===== config.mk =====
export PLATFORM = sky130hd
export DESIGN_NAME = dac_output_sequencer
export DESIGN_NICKNAME = d
export VERILOG_FILES = /design/src/rtl/dac_output_sequencer.sv
export SDC_FILE = /design/constraint.sdc
export NUM_CORES = 1
export LEC_CHECK = 0
export BUFFER_PORTS_ARGS = -buffer_cell sky130_fd_sc_hd__clkbuf_2
export CORE_MARGIN = 2
export CORE_UTILIZATION = 45
export CTS_CLUSTER_DIAMETER = 50
export DETAILED_ROUTE_END_ITERATION = 12
export PLACE_DENSITY = 0.66
export SLEW_MARGIN = 20
export SYNTH_ARGS = -nofsm -noshare
export SYNTH_HDL_FRONTEND = slang
export SYNTH_SLANG_ARGS = --single-unit

===== constraint.sdc =====
create_clock -name clk -period 6.3 [get_ports clk]
set_input_delay 0.945 -clock clk [delete_from_list [all_inputs] [get_ports clk]]
set_output_delay 0.945 -clock clk [all_outputs]
set_load 0.01 [all_outputs]

===== src/rtl/dac_output_sequencer.sv =====
// Output sequencer in front of the DAC formatter: selects DUC samples, mute or a sawtooth,
// ramps the gain linearly on every enable/disable and counts stream underflows.
module dac_output_sequencer #(
  parameter int DW         = 14,
  parameter int RAMP_SHIFT = 8,
  parameter int CNT_W      = 16
) (
  input  logic             clk,
  input  logic             rst,
  input  logic             en,
  input  logic             test_en,
  input  logic [DW-1:0]    test_step,
  input  logic [DW-1:0]    s_data,
  input  logic             s_valid,
  output logic             s_ready,
  output logic [DW-1:0]    dac_data,
  output logic             dac_valid,
  output logic [2:0]       state,
  output logic [CNT_W-1:0] underflow_cnt,
  input  logic             cnt_clr
);

  typedef enum logic [2:0] {
    ST_MUTE      = 3'd0,
    ST_RAMP_UP   = 3'd1,
    ST_RUN       = 3'd2,
    ST_RAMP_DOWN = 3'd3,
    ST_TEST      = 3'd4
  } state_e;

  localparam int GW = RAMP_SHIFT + 1;
  localparam int PW = DW + GW + 1;
  localparam logic [GW-1:0]    G_FULL  = {1'b1, {RAMP_SHIFT{1'b0}}};
  localparam logic [GW-1:0]    G_ONE   = GW'(1);
  localparam logic [CNT_W-1:0] CNT_ONE = CNT_W'(1);

  state_e           state_q, state_d;
  logic [GW-1:0]    gain_q, gain_d;
  logic [DW-1:0]    acc_q, acc_d;
  logic [DW-1:0]    dac_data_q, dac_data_d;
  logic             dac_valid_q;
  logic [CNT_W-1:0] cnt_q, cnt_d;

  logic             ramping;
  logic             underflow;
  logic             abort;
  logic [GW-1:0]    gain_inc;
  logic [DW-1:0]    sample;
  logic signed [PW-1:0] sample_ext, gain_ext, product;

  assign ramping   = (state_q == ST_RAMP_UP) || (state_q == ST_RUN) || (state_q == ST_RAMP_DOWN);
  assign underflow = ramping && !s_valid;
  assign abort     = !en || test_en;
  assign gain_inc  = gain_q + G_ONE;
  assign sample    = s_valid ? s_data : '0;

  // Signed sample times zero-extended gain; the arithmetic shift gives floor rounding.
  always_comb begin
    sample_ext = {{(PW-DW){sample[DW-1]}}, sample};
    gain_ext   = {{(PW-GW){1'b0}}, gain_q};
    product    = sample_ext * gain_ext;
  end

  always_comb begin
    dac_data_d = '0;
    unique case (state_q)
      ST_MUTE: dac_data_d = '0;
      ST_TEST: dac_data_d = acc_q;
      default: dac_data_d = DW'(product >>> RAMP_SHIFT);
    endcase
  end

  always_comb begin
    cnt_d = cnt_q;
    if (cnt_clr)                       cnt_d = '0;
    else if (underflow && !(&cnt_q))   cnt_d = cnt_q + CNT_ONE;
  end

  // NOTE: every next-state variable gets a default first so no path can infer a latch.
  always_comb begin
    state_d = state_q;
    gain_d  = gain_q;
    acc_d   = acc_q;
    unique case (state_q)
      ST_MUTE: begin
        gain_d = '0;
        acc_d  = '0;
        if (test_en) state_d = ST_TEST;
        else if (en) state_d = ST_RAMP_UP;
      end
      ST_RAMP_UP: begin
        if (abort) begin
          // Reverse from the gain reached so far; at zero gain there is nothing to ramp down.
          state_d = (gain_q == '0) ? ST_MUTE : ST_RAMP_DOWN;
        end else begin
          gain_d = gain_inc;
          if (gain_inc == G_FULL) state_d = ST_RUN;
        end
      end
      ST_RUN: begin
        gain_d = G_FULL;
        if (abort) state_d = ST_RAMP_DOWN;
      end
      ST_RAMP_DOWN: begin
        gain_d = gain_q - G_ONE;
        if (gain_q <= G_ONE) begin
          gain_d  = '0;
          state_d = ST_MUTE;
        end
      end
      ST_TEST: begin
        acc_d = acc_q + test_step;
        if (!test_en) begin
          acc_d   = '0;
          state_d = ST_MUTE;
        end
      end
      default: begin
        gain_d  = '0;
        acc_d   = '0;
        state_d = ST_MUTE;
      end
    endcase
  end

  // NOTE: sequential state uses non-blocking assignments only, so all flops update together.
  always_ff @(posedge clk) begin
    if (rst) begin
      state_q     <= ST_MUTE;
      gain_q      <= '0;
      acc_q       <= '0;
      dac_data_q  <= '0;
      dac_valid_q <= 1'b0;
      cnt_q       <= '0;
    end else begin
      state_q     <= state_d;
      gain_q      <= gain_d;
      acc_q       <= acc_d;
      dac_data_q  <= dac_data_d;
      dac_valid_q <= 1'b1;
      cnt_q       <= cnt_d;
    end
  end

  // Ready is low only while reset is held; otherwise every sample is taken.
  assign s_ready       = ~rst;
  assign dac_data      = dac_data_q;
  assign dac_valid     = dac_valid_q;
  assign state         = state_q;
  assign underflow_cnt = cnt_q;

endmodule


==> metrics.yaml <==
cts_buffer_depth: 2
cp-end-kind: "register"
ys_ff_latch: 57
ant_nets: 0
avgViaCountPerCell: 5.30
fin_ws_ns: 0.285
dr.first_iter.drc_count: 424
final_layout_size_suffix_gt1_share_pct: 13.5
cp_slowest_cell: "fa_1"
grt_pass1_wl_um: 31000
rsz0062_at_grt: "false"
register_area_mm2: 0.00114
final.period_utilization_pct: 95.5
crit_start: "s_valid"
pre_cts_ws_ns: -0.0882
route.detailed.drc: 0
die_w_um: 134
synth_edf_count: 0
fin_util_pct: 52.1
antenna_found_initial: 0
crit_type: "in -> reg"
cts_made_buffers: 9
critPathBufInv: 5
fp.dieArea_mm2: 0.0178
slew_viol_final: 0
fmax_mhz: 166
cts_tree: "built"
areaGrowthSynthToFinish_pct: 13.7
root_buffer: "clkbuf_16"
placementRows: 47
netlist_area_mm2: 0.00755
drt_wl_total_um: 18200
async_flop_share_pct: 0
finalHoldViolCount: 0
worst_path_largest_cell_delay_ns: 0.54
nFillCells: 1588
initial_core_util_pct: 45.8
grt_max_degree: 26
design_area_mm2: 0.00858
ir_drop_uv: 94.8
gr-total-overflow: 0
final_cell_mix: "126 x inv_1, 101 x fa_1, 81 x nand2_1"
path_cells: "clkbuf_2, and2_1, buf_4, nand2_1, fa_1, inv_1, fa_1, fa_1, fa_1, inv_1, fa_1, inv_1, ha_1, and3_1, a221o_1, a21o_1, a21boi_2, o21bai_1, a31o_1, or4_1, nand3_1"
skew_ns: 0.0114
yosysWarnings: 0
cp.arrival_ns: 6.28
synth_ff_type: "dfxtp_1"
synthDistinctLibCells: 64
synth_fp_nets: 1083
cts_sinks: 57
setup_viol: 0
run_status: "finished, final reports clean"
post_dp_cell_area_mm2: 0.00826
hold_slack_ns: 0.487
post_drt_wl_per_cell_um: 15.5
slew-limit-headroom_pct: 39.3
io_buffers: 68
htreeDepth: 3
dp_hpwl_um: 14500
gp_congestion: 0.856
finalPower_w: 0.00102
insertion_delay_ns: 0.33
fin_crit_ns: 6.02
drv_cap: 0
seq_area_frac_synth_pct: 15.1
cp_data_required_time_ns: 6.57
worst_pin_slew_ns: 0.903
multiInputGateArea_mm2: 0.00576
firstDrtPassIters: 7
clk_pin_slew_ns: 0.05
io_pins: 69
num-nets-final: 1152
core-area_mm2: 0.0165
crit-reg2reg-launch: "gain_q[5]"
grt_pass1_vias: 6259
crit_fanout: 13
power.leakage_nw: 4.59
power_density_mw_per_mm2: 119
routed-via-count: 6240
die_y_um: 134
startpoint_type: "primary input"
netlist_instances: 883
antenna_cells: 0
postCtsSetupBuffers: 0
final_common_cell: "inv_1"
syn-mean-instance-area_um2: 8.55
crit_family: "adder cells"
grtUsageTotal_pct: 21.6
holdCritStartpoint: "acc_q[9]"
crit_top_cell: "fa_1"
hold_path.class: "reg -> reg"
## cell type report
type                    instances  share of cell area, %
multi-input cells             655                   67.1
flip-flops and latches         57                   13.3
repair buffers                103                   7.17
inverters                     126                   5.51
well taps                     220                   3.21
clock buffers                  12                   3.11
clock inverters                 4                  0.583
## registers in the layout, summed over array words and instances, names as in the netlist
| signal | flops |
|---|---|
| dac_valid | 1 |
| dac_data | 14 |
| gain_q | 9 |
| underflow_cnt | 16 |
| state | 3 |
| acc_q | 14 |
## what timing repair did
action,4_1_cts,5_1_grt
resized for setup,0,1
hold buffers,0,0
endpoints found under the setup margin,0,2
## worst register-to-register path, delay by kind of cell (launching register included)
family,cells,cell delay [ns]
adders and majority gates,6,2.79
AOI/OAI and AO/OA,6,1.15
DFF,1,0.91
and+or+nand+nor,3,0.80
buffers and inverters,2,0.09
## cell families after synthesis
group | synth area share (%)
simple gates | 19.6
compound gates | 12.5
flops | 15.1
buf+inv | 8.60
mux | 0.680
xor+xnor | 5.92
fa+ha+maj | 37.6
## synth_stat cells, types with 6 or more instances
library cell,instances,share of area [%]
clkbuf_1,38,1.9
nand4_1,8,0.66
xor2_1,26,3.0
nor2_1,51,2.5
or3_1,7,0.58
and2_1,13,1.1
ha_1,65,11
fa_1,101,27
a21o_1,13,1.3
a21oi_1,28,1.9
a22oi_1,11,1.1
o21ai_0,37,2.5
inv_1,126,6.3
xnor2_1,25,2.9
nor2b_1,6,0.50
dfxtp_1,57,15
nand2_1,81,4.0
nand3_1,26,1.7
and3_1,74,6.1
## stage by stage
stage	setup TNS, ns	instances
3_5_place_dp	-0.108	1161
2_1_floorplan	0	883
4_1_cts	0	1177
6_report	0	1177
3_3_place_gp	-0.0390	1161
5_1_grt	0	1177
## where the power goes
group	total (W)	switching (W)	internal [W]
combinational	0.000136	0.0000874	0.0000488
sequential	0.000376	0.00000945	0.000366
clock	0.000511	0.000174	0.000337
## final timing paths
| check | end | slack, ns | cells after the start |
|---|---|---|---|
| hold / removal | acc_q[9] | 0.49 | 2 |
| setup reg to reg | dac_data[13] | 0.48 | 17 |
| hold reg to reg | acc_q[9] | 0.49 | 2 |
| setup / recovery | dac_data[13] | 0.28 | 21 |
## routing by layer
metal	part of all wire (%)	global-route usage, %	routed length (um)
met4	2.2	6.44	393
met3	5.1	3.12	927
met2	44	34.2	8020
met5	0	0	0
met1	49	30.8	8900
Power figures use the tool's default switching activity.
